<file path="config.mk">
export PLATFORM = sky130hd
export DESIGN_NAME = pipe_hazard_ctrl_flat
export DESIGN_NICKNAME = d
export VERILOG_FILES = /design/src/rtl/pipe_hazard_ctrl_if.sv /design/src/rtl/pipe_hazard_ctrl.sv /design/src/flat_wrapper.sv
export SDC_FILE = /design/constraint.sdc
export NUM_CORES = 1
export LEC_CHECK = 0
export ABC_AREA = 1
export CAP_MARGIN = 20
export CORE_ASPECT_RATIO = 0.9
export CORE_MARGIN = 3
export CORE_UTILIZATION = 44
export CTS_CLUSTER_SIZE = 12
export DETAILED_ROUTE_END_ITERATION = 7
export DONT_BUFFER_PORTS = 1
export PLACE_DENSITY = 0.64
export SLEW_MARGIN = 20
export SYNTH_ARGS = -nofsm -noshare
export SYNTH_HDL_FRONTEND = slang
export SYNTH_SLANG_ARGS = --single-unit
</file>
<file path="constraint.sdc">
create_clock -name clk -period 4.9 [get_ports clk]
set_input_delay 0.49 -clock clk [delete_from_list [all_inputs] [get_ports clk]]
set_output_delay 0.49 -clock clk [all_outputs]
set_load 0.05 [all_outputs]
</file>
<file path="src/rtl/pipe_hazard_ctrl_if.sv">
// Hazard-controller bus: pipeline hazard inputs and the PC / pipeline-register
// hold and clear lines. The pipeline side is the master, the controller the slave.
interface pipe_hazard_ctrl_if;
  logic [4:0] Rs_ID;
  logic [4:0] Rt_ID;
  logic       UsesRt_ID;
  logic [4:0] Rd_Ex;
  logic       RegWr_Ex;
  logic       MemtoReg_Ex;
  logic [1:0] PCSource;
  logic       mem_busy;

  logic       Keep;
  logic       Keep_IF_ID;
  logic       Keep_ID_Ex;
  logic       Keep_Ex_Mem;
  logic       Keep_Mem_Wr;
  logic       Reset_IF_ID;
  logic       Reset_ID_Ex;
  logic       Reset_Ex_Mem;
  logic       Reset_Mem_Wr;

  modport master (
    output Rs_ID, Rt_ID, UsesRt_ID, Rd_Ex, RegWr_Ex, MemtoReg_Ex, PCSource, mem_busy,
    input  Keep, Keep_IF_ID, Keep_ID_Ex, Keep_Ex_Mem, Keep_Mem_Wr,
    input  Reset_IF_ID, Reset_ID_Ex, Reset_Ex_Mem, Reset_Mem_Wr
  );

  modport slave (
    input  Rs_ID, Rt_ID, UsesRt_ID, Rd_Ex, RegWr_Ex, MemtoReg_Ex, PCSource, mem_busy,
    output Keep, Keep_IF_ID, Keep_ID_Ex, Keep_Ex_Mem, Keep_Mem_Wr,
    output Reset_IF_ID, Reset_ID_Ex, Reset_Ex_Mem, Reset_Mem_Wr
  );
endinterface

</file>
<file path="src/rtl/pipe_hazard_ctrl.sv">
// Hazard and sequencing controller for the five-stage MIPS pipeline.
// Hold/clear lines are decided combinationally from the current inputs so the
// pipeline registers react at the same edge; state, counters and the freeze
// watchdog are registered.
module pipe_hazard_ctrl #(
  parameter int CNT_W        = 16,
  parameter int FREEZE_LIMIT = 64
) (
  input  logic               clk,
  input  logic               reset,
  pipe_hazard_ctrl_if.slave  bus,
  output logic [1:0]         state,
  output logic [CNT_W-1:0]   stall_cnt,
  output logic [CNT_W-1:0]   flush_cnt,
  output logic [CNT_W-1:0]   freeze_cnt,
  output logic               timeout
);

  typedef enum logic [1:0] {
    RUN      = 2'd0,
    STALL    = 2'd1,
    FREEZE   = 2'd2,
    REDIRECT = 2'd3
  } state_t;

  localparam int             RUN_W   = $clog2(FREEZE_LIMIT + 1);
  localparam logic [RUN_W-1:0] LIMIT_V = RUN_W'(FREEZE_LIMIT);

  state_t           r_state;
  state_t           w_decision;
  logic             w_lu;
  logic [CNT_W-1:0] r_stallCnt;
  logic [CNT_W-1:0] r_flushCnt;
  logic [CNT_W-1:0] r_freezeCnt;
  logic [RUN_W-1:0] r_freezeRun;
  logic [RUN_W-1:0] w_freezeRunNext;
  logic             r_timeout;

  // A load in Ex feeding a source of the ID instruction; $zero never hazards.
  assign w_lu = bus.MemtoReg_Ex & bus.RegWr_Ex & (bus.Rd_Ex != 5'd0) &
                ((bus.Rd_Ex == bus.Rs_ID) | (bus.UsesRt_ID & (bus.Rd_Ex == bus.Rt_ID)));

  // Priority decision and Mealy hold/clear lines: reset, freeze, redirect, stall, run.
  always_comb begin
    w_decision       = RUN;
    bus.Keep         = 1'b0;
    bus.Keep_IF_ID   = 1'b0;
    bus.Keep_ID_Ex   = 1'b0;
    bus.Keep_Ex_Mem  = 1'b0;
    bus.Keep_Mem_Wr  = 1'b0;
    bus.Reset_IF_ID  = 1'b0;
    bus.Reset_ID_Ex  = 1'b0;
    bus.Reset_Ex_Mem = 1'b0;
    bus.Reset_Mem_Wr = 1'b0;
    if (reset) begin
      bus.Reset_IF_ID  = 1'b1;
      bus.Reset_ID_Ex  = 1'b1;
      bus.Reset_Ex_Mem = 1'b1;
      bus.Reset_Mem_Wr = 1'b1;
    end else if (bus.mem_busy) begin
      w_decision      = FREEZE;
      bus.Keep        = 1'b1;
      bus.Keep_IF_ID  = 1'b1;
      bus.Keep_ID_Ex  = 1'b1;
      bus.Keep_Ex_Mem = 1'b1;
      bus.Keep_Mem_Wr = 1'b1;
    end else if (bus.PCSource != 2'b00) begin
      w_decision       = REDIRECT;
      bus.Reset_IF_ID  = 1'b1;
      bus.Reset_ID_Ex  = 1'b1;
      bus.Reset_Ex_Mem = 1'b1;
    end else if (w_lu) begin
      w_decision      = STALL;
      bus.Keep        = 1'b1;
      bus.Keep_IF_ID  = 1'b1;
      bus.Reset_ID_Ex = 1'b1;
    end
  end

  // Record the decision of this cycle as the visible state.
  always_ff @(posedge clk) begin
    if (reset) r_state <= RUN;
    else       r_state <= w_decision;
  end

  // Saturating event counters, one per non-RUN decision kind.
  always_ff @(posedge clk) begin
    if (reset) begin
      r_stallCnt  <= '0;
      r_flushCnt  <= '0;
      r_freezeCnt <= '0;
    end else begin
      if (w_decision == STALL && r_stallCnt != '1)
        r_stallCnt <= r_stallCnt + 1'b1;
      if (w_decision == REDIRECT && r_flushCnt != '1)
        r_flushCnt <= r_flushCnt + 1'b1;
      if (w_decision == FREEZE && r_freezeCnt != '1)
        r_freezeCnt <= r_freezeCnt + 1'b1;
    end
  end

  // Length of the current unbroken freeze, held at the limit once reached.
  always_comb begin
    w_freezeRunNext = '0;
    if (w_decision == FREEZE) begin
      if (r_freezeRun != LIMIT_V) w_freezeRunNext = r_freezeRun + 1'b1;
      else                        w_freezeRunNext = r_freezeRun;
    end
  end

  // Watchdog: run length and sticky timeout, cleared only by reset.
  always_ff @(posedge clk) begin
    if (reset) begin
      r_freezeRun <= '0;
      r_timeout   <= 1'b0;
    end else begin
      r_freezeRun <= w_freezeRunNext;
      if (w_freezeRunNext == LIMIT_V) r_timeout <= 1'b1;
    end
  end

  assign state      = r_state;
  assign stall_cnt  = r_stallCnt;
  assign flush_cnt  = r_flushCnt;
  assign freeze_cnt = r_freezeCnt;
  assign timeout    = r_timeout;

endmodule

</file>
<file path="src/flat_wrapper.sv">
// flat-port wrapper written by rule: the top's interface ports become plain ports
module pipe_hazard_ctrl_flat 
#(
  parameter int CNT_W        = 16,
  parameter int FREEZE_LIMIT = 64
)
  (clk, reset, state, stall_cnt, flush_cnt, freeze_cnt, timeout, bus_Rs_ID, bus_Rt_ID, bus_UsesRt_ID, bus_Rd_Ex, bus_RegWr_Ex, bus_MemtoReg_Ex, bus_PCSource, bus_mem_busy, bus_Keep, bus_Keep_IF_ID, bus_Keep_ID_Ex, bus_Keep_Ex_Mem, bus_Keep_Mem_Wr, bus_Reset_IF_ID, bus_Reset_ID_Ex, bus_Reset_Ex_Mem, bus_Reset_Mem_Wr);
  pipe_hazard_ctrl_if bus_i ();
  input  logic clk;
  input  logic reset;
  output logic [1:0] state;
  output logic [CNT_W-1:0] stall_cnt;
  output logic [CNT_W-1:0] flush_cnt;
  output logic [CNT_W-1:0] freeze_cnt;
  output logic timeout;
  input wire logic [$bits(bus_i.Rs_ID)-1:0] bus_Rs_ID;
  input wire logic [$bits(bus_i.Rt_ID)-1:0] bus_Rt_ID;
  input wire logic [$bits(bus_i.UsesRt_ID)-1:0] bus_UsesRt_ID;
  input wire logic [$bits(bus_i.Rd_Ex)-1:0] bus_Rd_Ex;
  input wire logic [$bits(bus_i.RegWr_Ex)-1:0] bus_RegWr_Ex;
  input wire logic [$bits(bus_i.MemtoReg_Ex)-1:0] bus_MemtoReg_Ex;
  input wire logic [$bits(bus_i.PCSource)-1:0] bus_PCSource;
  input wire logic [$bits(bus_i.mem_busy)-1:0] bus_mem_busy;
  output wire logic [$bits(bus_i.Keep)-1:0] bus_Keep;
  output wire logic [$bits(bus_i.Keep_IF_ID)-1:0] bus_Keep_IF_ID;
  output wire logic [$bits(bus_i.Keep_ID_Ex)-1:0] bus_Keep_ID_Ex;
  output wire logic [$bits(bus_i.Keep_Ex_Mem)-1:0] bus_Keep_Ex_Mem;
  output wire logic [$bits(bus_i.Keep_Mem_Wr)-1:0] bus_Keep_Mem_Wr;
  output wire logic [$bits(bus_i.Reset_IF_ID)-1:0] bus_Reset_IF_ID;
  output wire logic [$bits(bus_i.Reset_ID_Ex)-1:0] bus_Reset_ID_Ex;
  output wire logic [$bits(bus_i.Reset_Ex_Mem)-1:0] bus_Reset_Ex_Mem;
  output wire logic [$bits(bus_i.Reset_Mem_Wr)-1:0] bus_Reset_Mem_Wr;
  assign bus_i.Rs_ID = bus_Rs_ID;
  assign bus_i.Rt_ID = bus_Rt_ID;
  assign bus_i.UsesRt_ID = bus_UsesRt_ID;
  assign bus_i.Rd_Ex = bus_Rd_Ex;
  assign bus_i.RegWr_Ex = bus_RegWr_Ex;
  assign bus_i.MemtoReg_Ex = bus_MemtoReg_Ex;
  assign bus_i.PCSource = bus_PCSource;
  assign bus_i.mem_busy = bus_mem_busy;
  assign bus_Keep = bus_i.Keep;
  assign bus_Keep_IF_ID = bus_i.Keep_IF_ID;
  assign bus_Keep_ID_Ex = bus_i.Keep_ID_Ex;
  assign bus_Keep_Ex_Mem = bus_i.Keep_Ex_Mem;
  assign bus_Keep_Mem_Wr = bus_i.Keep_Mem_Wr;
  assign bus_Reset_IF_ID = bus_i.Reset_IF_ID;
  assign bus_Reset_ID_Ex = bus_i.Reset_ID_Ex;
  assign bus_Reset_Ex_Mem = bus_i.Reset_Ex_Mem;
  assign bus_Reset_Mem_Wr = bus_i.Reset_Mem_Wr;
  pipe_hazard_ctrl #(.CNT_W(CNT_W), .FREEZE_LIMIT(FREEZE_LIMIT)) u_core (.clk(clk), .reset(reset), .bus(bus_i), .state(state), .stall_cnt(stall_cnt), .flush_cnt(flush_cnt), .freeze_cnt(freeze_cnt), .timeout(timeout));
endmodule
</file>
==> results of run 1 <==
## per-stage QoR
step	std cells	utilization [%]	total power, uW	hold slack, ns
after global routing	582	50.5	977	0.202
after CTS	582	50.5	951	0.211
after global placement	567	48.0	561	0.502
after detailed placement	567	48.0	562	0.503
after floorplan	486	-	558	0.477
final	582	50.5	937	0.228
## flip-flops by register name, indices dropped and copies added, names as in the netlist
| signal | count |
|---|---|
| u_core.flush_cnt | 16 |
| u_core.freeze_cnt | 16 |
| u_core.r_freezeRun | 7 |
| u_core.stall_cnt | 16 |
| u_core.state | 2 |
| u_core.timeout | 1 |
## final timing paths
path	slack, ns	from	to
min	0.23	reset	u_core.flush_cnt[9]
min reg2reg	0.51	u_core.r_freezeRun[6]	u_core.r_freezeRun[6]
max reg2reg	2.57	u_core.stall_cnt[0]	u_core.stall_cnt[0]
max	2.47	bus_mem_busy	bus_Reset_Ex_Mem
## Yosys cell counts, drive strengths merged
| library cell | number | share of area (%) |
|---|---|---|
| xor2 | 8 | 2.2 |
| nand4 | 17 | 4.0 |
| ha | 5 | 2.0 |
| or2 | 2 | 0.39 |
| o21a | 1 | 0.23 |
| nand3 | 35 | 5.5 |
| a211oi | 1 | 0.23 |
| nand2 | 113 | 13 |
| nor3b | 2 | 0.47 |
| clkinv | 2 | 0.27 |
| nor4 | 4 | 0.78 |
| xnor2 | 2 | 0.55 |
| and3 | 2 | 0.39 |
| clkbuf | 2 | 0.23 |
| o21ai | 24 | 3.8 |
| a21oi | 34 | 5.3 |
| and2 | 1 | 0.20 |
| nor2 | 64 | 8.4 |
| nor3 | 24 | 4.6 |
| buf | 9 | 2.0 |
| dfxtp | 58 | 36 |
| or3 | 1 | 0.20 |
| inv | 75 | 8.8 |
## cells in the final DEF (no fill, tap or decap)
| master | netlist | final |
|---|---|---|
| nand2_1 | 111 | 111 |
| inv_1 | 68 | 68 |
| dfxtp_1 | 58 | 58 |
| nor2_1 | 57 | 56 |
| nand3_1 | 35 | 35 |
| a21oi_1 | 34 | 34 |
| o21ai_0 | 23 | 23 |
| nor3_1 | 20 | 20 |
| nand4_1 | 15 | 15 |
| clkbuf_8 | 0 | 11 |
| xor2_1 | 8 | 8 |
| inv_2 | 7 | 7 |
| nor2_2 | 5 | 6 |
| ha_1 | 5 | 5 |
| nor4_1 | 4 | 4 |
| clkinv_2 | 1 | 4 |
| nor3_2 | 3 | 3 |
| nor2_4 | 2 | 2 |
| xnor2_1 | 2 | 2 |
| nand2_2 | 2 | 2 |
| nor3b_1 | 2 | 2 |
| and3_1 | 2 | 2 |
| buf_4 | 5 | 2 |
| o21ai_1 | 1 | 1 |
| or2_1 | 1 | 1 |
| clkinv_1 | 1 | 1 |
| a211oi_1 | 1 | 1 |
| or3_1 | 1 | 1 |
| and2_1 | 1 | 1 |
| nor3_4 | 1 | 1 |
| nand4_2 | 1 | 1 |
| nand4_4 | 1 | 1 |
| or2_2 | 1 | 1 |
| o21a_1 | 1 | 1 |
| clkbuf_1 | 2 | 1 |
## layer usage
layer / routed length [microns] / share of wire [%] / global-route usage [%]
met5: 0 / 0 / 0
met4: 25 / 0.35 / 3.75
met3: 576 / 8.0 / 8.21
met2: 3250 / 45 / 30.6
met1: 3340 / 46 / 23.4
## report_power, final
group | leakage (uW) | internal (uW) | switching (uW)
clock network | 0.0000920 | 206 | 180
logic | 0.000813 | 15.0 | 43.7
registers | 0.000469 | 476 | 17.1
total | 0.00137 | 696 | 241
## cell families after synthesis
family | after synthesis | synth area share [%]
XOR/XNOR | 10 | 2.74
AND/OR/NAND/NOR | 265 | 38.2
flip-flops | 58 | 36.3
buffers and inverters | 88 | 11.3
adder cells (fa/ha/maj) | 5 | 1.95
AO/OA/AOI/OAI | 60 | 9.54
## layout make-up
cell class / instances / area share, %
sequential: 58 / 33.8
inverter: 77 / 8.46
multi-input combinational: 340 / 49.0
tap: 90 / 3.28
timing repair buffer: 2 / 0.438
clock inverter: 3 / 0.438
clock buffer: 12 / 4.52
==> summary.txt, run 1 <==
Drt first pass iters = 4
Worst hold path depth = 1
Max Freq = 411 MHz
Seq/Total Area, Yosys = 36.3%
Nets = 516
Synthesized flop and latch total = 58
Chip width = 95.9 microns
Synth cell types = 37
Postcts setup bufs = 0
Largest net degree at the start of global routing = 34
Core Rows = 28
Worst EP required = 4.41 ns
Max Cap Viol = 0
Status = finished clean
Leakage = 0.00137 uW
Synth Net Count = 514
Starting DRT DRC Count = 91
Gr ovfl total = 0
Placed cell areas = 3260 sq um
Drt total wl = 7.19 mm
Synth Instances = 486
Post-DP HPWL = 5.41 mm
CTS root buf = clkbuf_8
# clock sinks = 58
Tmin final = 2.43 ns
Multi-input logic area = 1680 sq um
Post-route cell area = 3430 sq um
Port buffer count = 0
Overall die height = 86.9 microns
Final setup viols = 0
Hold buffers post-CTS = 0
Fillers = 676
CP Cell Sequence = inv_1 > nor2_4 > buf_4 > nor2_2
# DRC = 0
Crit-path max cell delay = 0.85 ns
Vias = 2,954
Syn_area_per_cell = 6.59 sq um
Syn. warnings = 0
Worst-Skew Late Latency = 0.33 ns
Setup WS pre-CTS = 2.45 ns
Synthesized area = 3200 sq um
Startpoint Class = primary input
Max_slew headroom = 29.2%
Initial antenna violation count = 0
Antenna-violating nets left = 0
Share of post-route cells with drive strength above 1 = 8.33%
Vias per cell = 5.08
Least-Margin Pin Slew = 1.06 ns
Worst setup EP type = output pin
Global-route usage over all layers = 18.9%
H-tree Lvls = 3
DIE AREA = 8330 sq um
Peak supply drop = 184 uV
Pwr Density = 273 nW/um^2
WL/cell = 12.4 microns
ANT cells = 0
Min setup slack post-route = 2.47 ns
Clock-pin slew on the worst setup and hold paths = 0.06 ns
Crit share post-route = 49.6%
Top Ports = 83
Fin Setup TNS = 0 ns
CTS tree = yes
Worst path bufs/invs = 2
Syn-to-layout area delta = 7.19%
Inserted Clock Buffers = 9
Slew Limit Fails = 0
Crit-path slowest cell = nor2_2
Register area = 1160 sq um
Routability cong. = 0.819
Final Hold Fails = 0
Critical Path Stages = 4
CP Class = in -> out
Hold Path Class = in -> reg
Global-route wire length before repair = 12.7 mm
Worst-path fanout max = 9
PostCTS Resize Cnt = 0
Worst r2r path cells = 8
Family with the most delay on the worst path = simple AND/OR/NAND/NOR gates
Vias in the first global route = 2,771
Clk buf depth = 2
Core area = 6800 sq um
Clk_skew = 0.00654 ns
Initial Utilization = 47.1%
RSZ-0062 raised after global routing = false
Worst path arrival time = 1.94 ns
Note: power is estimated with default switching activity, not from simulation.
==> run 2: changes to the inputs <==
Clock period 4.9 ns to 2.29 ns, I/O delays scaled along.
==> summary.txt, run 2 (same netlist as run 1, synthesis figures left out) <==
Commonest non-fill, non-tap cell in the layout = nand2_1 (unchanged)
Top Ports = 83 (unchanged)
R2R Path Start = u_core.flush_cnt[0] (was u_core.stall_cnt[0])
Leakage = 0.00166 uW (was 0.00137 uW)
Clk buf depth = 2 (unchanged)
Post-DP HPWL = 5.95 mm (was 5.41 mm)
Vias per cell = 5.00 (was 5.08)
Starting DRT DRC Count = 108 (was 91)
R2r setup slk = 0.43 ns (was 2.57 ns)
Global-route wire length before repair = 13.0 mm (was 12.7 mm)
Slew Limit Fails = 0 (unchanged)
Share of post-route cells with drive strength above 1 = 16.8% (was 8.33%)
Worst path arrival time = 2.05 ns (was 1.94 ns)
Least-Margin Pin Slew = 0.791 ns (was 1.06 ns)
Worst EP required = 2.48 ns (was 4.41 ns)
H-tree Lvls = 3 (unchanged)
Inserted Clock Buffers = 9 (unchanged)
Crit share post-route = 81.1%
Peak supply drop = 397 uV (was 184 uV)
Multi-input logic area = 1680 sq um (unchanged)
Vias in the first global route = 2,924 (was 2,771)
Initial antenna violation count = 0 (unchanged)
Hold Path Class = in -> reg (unchanged)
# clock sinks = 58 (unchanged)
Fin Hold WS = 0.0533 ns (was 0.228 ns)
Overall die height = 86.9 microns (unchanged)
CTS root buf = clkbuf_8 (unchanged)
Antenna-violating nets left = 0 (unchanged)
Worst r2r path cells = 9 (was 8)
Max_slew headroom = 47.1% (was 29.2%)
CP Class = reg -> reg (was in -> out)
Core area = 6800 sq um (unchanged)
CTS tree = yes (unchanged)
Commonest non-fill, non-tap cells in the layout = nand2_1, inv_1, dfxtp_1 (unchanged)
Min setup slack post-route = 0.433 ns (was 2.47 ns)
Pwr Density = 530 nW/um^2 (was 273 nW/um^2)
Clock-pin slew on the worst setup and hold paths = 0.06 ns (about the same)
# DRC = 0 (unchanged)
Gr ovfl total = 0 (unchanged)
Worst-path fanout max = 10 (was 9)
WL/cell = 12.3 microns (was 12.4 microns)
Global-route usage over all layers = 19.9% (was 18.9%)
Port buffer count = 0 (unchanged)
Worst reg2reg path endpoint = u_core.flush_cnt[13] (was u_core.stall_cnt[0])
Critical path origin = u_core.flush_cnt[0] (was bus_mem_busy)
Setup WS pre-CTS = 0.491 ns (was 2.45 ns)
Startpoint Class = register (was primary input)
Critical Path Sink = u_core.flush_cnt[13] (was bus_Reset_Ex_Mem)
Tmin final = 1.86 ns
Worst-Skew Late Latency = 0.34 ns (was 0.33 ns)
Chip width = 95.9 microns (unchanged)
Worst setup EP type = register (was output pin)
Drt first pass iters = 4 (unchanged)
Max Freq = 539 MHz
Register area = 1160 sq um (unchanged)
Status = finished clean (unchanged)
Final setup viols = 0 (unchanged)
Initial Utilization = 47.1% (unchanged)
Routability cong. = 0.855 (was 0.819)
Fin Setup TNS = 0 ns (unchanged)
Nets = 569 (was 516)
Syn-to-layout area delta = 19.9% (was 7.19%)
DIE AREA = 8330 sq um (unchanged)
Vias = 3,183 (was 2,954)
RSZ-0062 raised after global routing = false (unchanged)
Clk_skew = 0.00892 ns (was 0.00654 ns)
ANT cells = 0 (unchanged)
Core Rows = 28 (unchanged)
Max Cap Viol = 0 (unchanged)
Fillers = 677 (was 676)
Drt total wl = 7.79 mm (was 7.19 mm)
Total power = 2040 uW (was 937 uW)
PostCTS Resize Cnt = 0 (unchanged)
Final Hold Fails = 0 (unchanged)
Largest net degree at the start of global routing = 18 (was 34)
==> run 2: stage by stage <==
step           cells  utilization (%)  instance area [sq um]
2_1_floorplan    486                -                   3200
3_3_place_gp     619             53.9                   3660
3_5_place_dp     619             53.9                   3660
4_1_cts          636             56.5                   3840
5_1_grt          636             56.5                   3840
6_report         636             56.5                   3840
==> run 2: worst min-delay path by stage <==
| stage | startpoint | endpoint | depth (start not counted) |
|---|---|---|---|
| 2_1_floorplan | bus_PCSource[0] | u_core.state[1] | 2 |
| 3_3_place_gp | reset | u_core.state[1] | 1 |
| 3_5_place_dp | reset | u_core.state[1] | 1 |
| 4_1_cts | reset | u_core.stall_cnt[11] | 2 |
| 5_1_grt | reset | u_core.stall_cnt[11] | 2 |
| 6_report | reset | u_core.stall_cnt[11] | 2 |
==> run 2: metal layers <==
metal	share of wire [%]	track usage [%]	wire length [microns]	vias to the layer above
met3	6.0	7.61	471	6
met5	0	0	0	-
met4	0.54	5.30	42	0
li1	-	-	-	1679
met1	46	24.8	3590	1430
met2	47	32.3	3690	68
==> run 2: area by class of cell <==
type	count	share of cell area (%)
sequential	58	30.3
tap	90	2.93
inverter	77	7.56
clock buffer	13	3.88
timing repair buffer	55	11.2
multi-input combinational	340	43.8
clock inverter	3	0.391
==> run 2: report_power, final <==
| group | switching [uW] | internal, uW | leakage [uW] |
|---|---|---|---|
| Sequential | 14.1 | 1020 | 0.000469 |
| Combinational | 127 | 49.2 | 0.00110 |
| Clock | 410 | 418 | 0.0000872 |
| Total | 550 | 1490 | 0.00166 |
==> run 2: critical path, cell delays in order (launching register included) <==
cell and delay (ns):
dfxtp_1 0.40, ha_1 0.23, nand3_1 0.11, nor2_1 0.11, nand3_1 0.08, nand2_2 0.16, clkinv_1 0.27, nand3_1 0.16
xor2_1 0.15, nor2_1 0.05
==> run 2: timing repair <==
| action | in CTS | in global routing |
|---|---|---|
| buffers inserted | 0 | 0 |
| endpoints found under the hold margin | 17 | 0 |
| hold buffers | 1 | 0 |
==> RTL change 1 (flow settings as in run 1) <==
Register the output `flush_cnt` once more, cleared by the reset; this adds one clock of latency there. The other outputs are not delayed to match.
--- a/src/rtl/pipe_hazard_ctrl.sv
+++ b/src/rtl/pipe_hazard_ctrl.sv
@@ -121,7 +121,13 @@
 
   assign state      = r_state;
   assign stall_cnt  = r_stallCnt;
-  assign flush_cnt  = r_flushCnt;
+  always_ff @(posedge clk) begin
+    if (reset) begin
+      flush_cnt <= '0;
+    end else begin
+      flush_cnt <= r_flushCnt;
+    end
+  end
   assign freeze_cnt = r_freezeCnt;
   assign timeout    = r_timeout;
 
Check against the original RTL: not equivalent (Yosys sat finds a counterexample within 4 cycles, from zero or initial values and one cycle with reset high).
==> RTL change 1 against run 1 <==
  * Routed wire length grew 7.8%
  * Sequential cell count grew 16
  * Largest power group unchanged
  * First-iteration DRC count grew 42%
  * Non-clock buffer count is the same
  * Power grew 22%
  * Register-to-register slack lost 60 ps
  * Cell area grew 11%
  * Area after synthesis grew 11%
  * Hold slack lost 13 ps
  * Worst setup slack gained 7.3 ps
  * Die area grew 10%
  * Critical path type unchanged
==> RTL change 1: results <==
metrics = {
    "logic_synthesis": {
        "postSynthAreaPerCell_um2": 6.88,
        "synth_area_leaders": "dfxtp_1 (42%), nand2_1 (11%), inv_1 (8.4%)",
        "ys_types": 30,
        "syn-num-nets": 545,
        "synth_commonest_cells": "nand2_1 (105), inv_1 (80), dfxtp_1 (74), nor2_1 (74), a21oi_1 (41)",
        "synth_xor_area_share_pct": 1.72,
        "synth-compound-area-share_pct": 11.0,
    },
    "clocking": {
        "cts_resized": 0,
    },
    "placed_design": {
        "dp_hpwl_um": 5710,
        "dpl_cell_area_um2": 3610,
        "place_congestion": 0.865,
    },
    "grt": {
        "grt_max_degree": 43,
        "grt_pass1_wl_um": 12900,
        "grt_pass1_vias": 2806,
        "grtUsageTotal_pct": 17.3,
    },
    "setup_path": {
        "setup.worst_path.end": "bus_Reset_IF_ID",
        "slowest_delay_ps": 900,
        "rrSetupSlack_ps": 2510,
        "r2r_cells": 9,
        "path_max_fanout": 12,
        "reg2reg_to": "u_core.stall_cnt[14]",
    },
    "finish": {
        "n_fill_cell": 769,
        "drive_gt1_share_pct": 6.91,
        "num-nets-final": 544,
    },
    "job": {
        "drv_cap": 0,
    },
    "pwr": {
        "p_leak_nw": 1.54,
        "peakVddDrop_mv": 0.156,
    },
    "detailed_routing": {
        "dr_wl_met2_um": 3420,
        "routedWlPerCell_um": 12.6,
        "wl_um": 7750,
        "vias": 3113,
        "drt_iter0_drc": 129,
        "wl_met3_um": 655,
        "drt-met1-wl_um": 3650,
    },
    "status": {
        "outcome": "completed",
    },
    "timing": {
        "clock_skew_ps": 7.74,
    },
}
## RTL change 1: worst max-delay path, delay by kind of cell
family	cells	cell delay (ps)
simple gates	2	940
buf+inv	2	510
## RTL change 1: routing by layer
layer	GRT usage, %	vias to the layer above
li1	-	1642
met1	22.4	1387
met2	26.1	82
met3	8.29	2
met4	3.70	0
met5	0	-
## RTL change 1: report_power, final
part	internal (mW)	total [mW]	switching, mW
Clock	0.248	0.464	0.216
Combinational	0.0170	0.0612	0.0442
Sequential	0.606	0.622	0.0157
## RTL change 1: logic make-up after synthesis
logic type                 Yosys count
DFF                                 74
xor gates and xnor gates             7
adders and majority gates            5
AOI/OAI and AO/OA                   74
and+or+nand+nor                    261
buffers and inverters               96
## RTL change 1: how the worst min path moves through the flow
stage,slack [ps],start,end,cells after the start
floorplan,420,u_core.r_flushCnt[8],u_core.flush_cnt[8],2
global placement,440,u_core.r_flushCnt[8],u_core.flush_cnt[8],2
detailed placement,450,u_core.r_flushCnt[8],u_core.flush_cnt[8],2
CTS,200,reset,u_core.timeout,1
global route,190,reset,u_core.freeze_cnt[1],1
finish,220,reset,u_core.timeout,1
## RTL change 1: through the flow
stage | setup WS [ps] | hold WS [ps]
2_1_floorplan | 1990 | 425
3_3_place_gp | 2490 | 440
3_5_place_dp | 2470 | 446
4_1_cts | 2470 | 195
5_1_grt | 2320 | 189
6_report | 2480 | 215
## RTL change 1: cell type report
class | instances | area, µm² | share of cell area, %
Clock inverter | 5 | 53.8 | 1.41
Multi-Input combinational cell | 347 | 1690 | 44.3
Sequential cell | 74 | 1480 | 38.9
Tap cell | 96 | 120 | 3.15
Inverter | 82 | 308 | 8.08
Timing Repair Buffer | 2 | 15.0 | 0.394
Clock buffer | 11 | 141 | 3.71
==> RTL change 2 (settings of run 1) <==
Made on the original files. `FREEZE_LIMIT` is set to 64 in 2 places; all go to 256.
--- a/src/rtl/pipe_hazard_ctrl.sv
+++ b/src/rtl/pipe_hazard_ctrl.sv
@@ -4,7 +4,7 @@
 // watchdog are registered.
 module pipe_hazard_ctrl #(
   parameter int CNT_W        = 16,
-  parameter int FREEZE_LIMIT = 64
+  parameter int FREEZE_LIMIT = 256
 ) (
   input  logic               clk,
   input  logic               reset,
--- a/src/flat_wrapper.sv
+++ b/src/flat_wrapper.sv
@@ -2,7 +2,7 @@
 module pipe_hazard_ctrl_flat 
 #(
   parameter int CNT_W        = 16,
-  parameter int FREEZE_LIMIT = 64
+  parameter int FREEZE_LIMIT = 256
 )
   (clk, reset, state, stall_cnt, flush_cnt, freeze_cnt, timeout, bus_Rs_ID, bus_Rt_ID, bus_UsesRt_ID, bus_Rd_Ex, bus_RegWr_Ex, bus_MemtoReg_Ex, bus_PCSource, bus_mem_busy, bus_Keep, bus_Keep_IF_ID, bus_Keep_ID_Ex, bus_Keep_Ex_Mem, bus_Keep_Mem_Wr, bus_Reset_IF_ID, bus_Reset_ID_Ex, bus_Reset_Ex_Mem, bus_Reset_Mem_Wr);
   pipe_hazard_ctrl_if bus_i ();
Function: no difference found for any inputs over 10 cycles, from zero or initial values and one cycle with reset high; that may be too few to reach the edited logic, so the function may still have changed.
==> RTL change 2 against run 1 <==
  * First-iteration DRC count grew 14%
  * Via count grew 7.1%
  * Clock power grew 14%
  * Final cell count grew 7.0%
  * Power grew 7.8%
  * Sequential cell count grew 2
  * Die area grew 8.8%
  * Cell area grew 8.4%
  * Routed wire length grew 14%
  * Synthesized cell count grew 8.6%
  * Area after synthesis grew 9.4%
  * Worst setup slack lost 120 ps
  * Largest power group unchanged
  * Highest routed layer unchanged
==> RTL change 2: results <==
metrics = {
    "logic_synthesis": {
        "post_synth_inst_count": 528,
        "synth_commonest_cells": "nand2_1 (118), inv_1 (72), dfxtp_1 (60)",
        "synth_area_leaders": "dfxtp_1 (34%), nand2_1 (13%), inv_1 (7.7%)",
        "synth_xor_area_share_pct": 4.25,
    },
    "setup_path": {
        "rrSetupSlack_ps": 2360,
        "crit_arrival_ps": 2060,
        "path_max_fanout": 12,
    },
    "status": {
        "outcome": "completed",
    },
    "finish": {
        "n_fill_cell": 766,
        "seq_share_pct": 32.3,
        "stdcell_count": 623,
        "buffers_excl_clock": 0,
        "drive_gt1_share_pct": 9.30,
        "multi_input_area_share_pct": 51.0,
        "multi_input_comb_cells": 370,
        "seq_cells": 60,
    },
    "grt": {
        "met3_usage_pct": 7.10,
        "grtUsageTotal_pct": 18.2,
        "grt_max_degree": 32,
        "grt_pass1_vias": 2832,
        "use_met1_pct": 23.0,
        "grt_pass1_wl_um": 13500,
    },
    "pwr": {
        "powerComb_mw": 0.0609,
        "switching_share_pct": 24.4,
        "peakVddDrop_mv": 0.144,
    },
    "timing": {
        "slew_headroom_pct": 27.9,
        "finalCritPeriodShare_pct": 52.1,
        "whs_ps": 224,
        "clock_skew_ps": 7.48,
    },
    "placed_design": {
        "dp_cells": 609,
        "place_congestion": 0.847,
    },
    "detailed_routing": {
        "drt_iter0_drc": 104,
    },
    "floorplan": {
        "num_tap_cells": 96,
    },
}
-- RTL change 2: cell types whose count changed after synthesis, moves of 4 or more --
cell | run 1 | this run
nand2_1 | 111 | 118
xor2_1 | 8 | 13
nand4_1 | 15 | 11
nor2_1 | 57 | 52
a21oi_1 | 34 | 29
inv_1 | 68 | 72
nand3_1 | 35 | 54
-- RTL change 2: final timing paths --
kind,to,cells after the start,startpoint
max reg2reg,u_core.stall_cnt[6],9,u_core.stall_cnt[0]
min reg2reg,u_core.r_freezeRun[8],2,u_core.r_freezeRun[8]
max,bus_Keep_IF_ID,4,bus_mem_busy
min,u_core.stall_cnt[7],1,reset
-- RTL change 2: per-layer routing --
layer	up-vias	routed length, µm	part of all wire, %
li1	1690	-	-
met1	1397	3800	46
met2	68	3760	46
met3	10	581	7.1
met4	0	74	0.90
met5	-	0	0
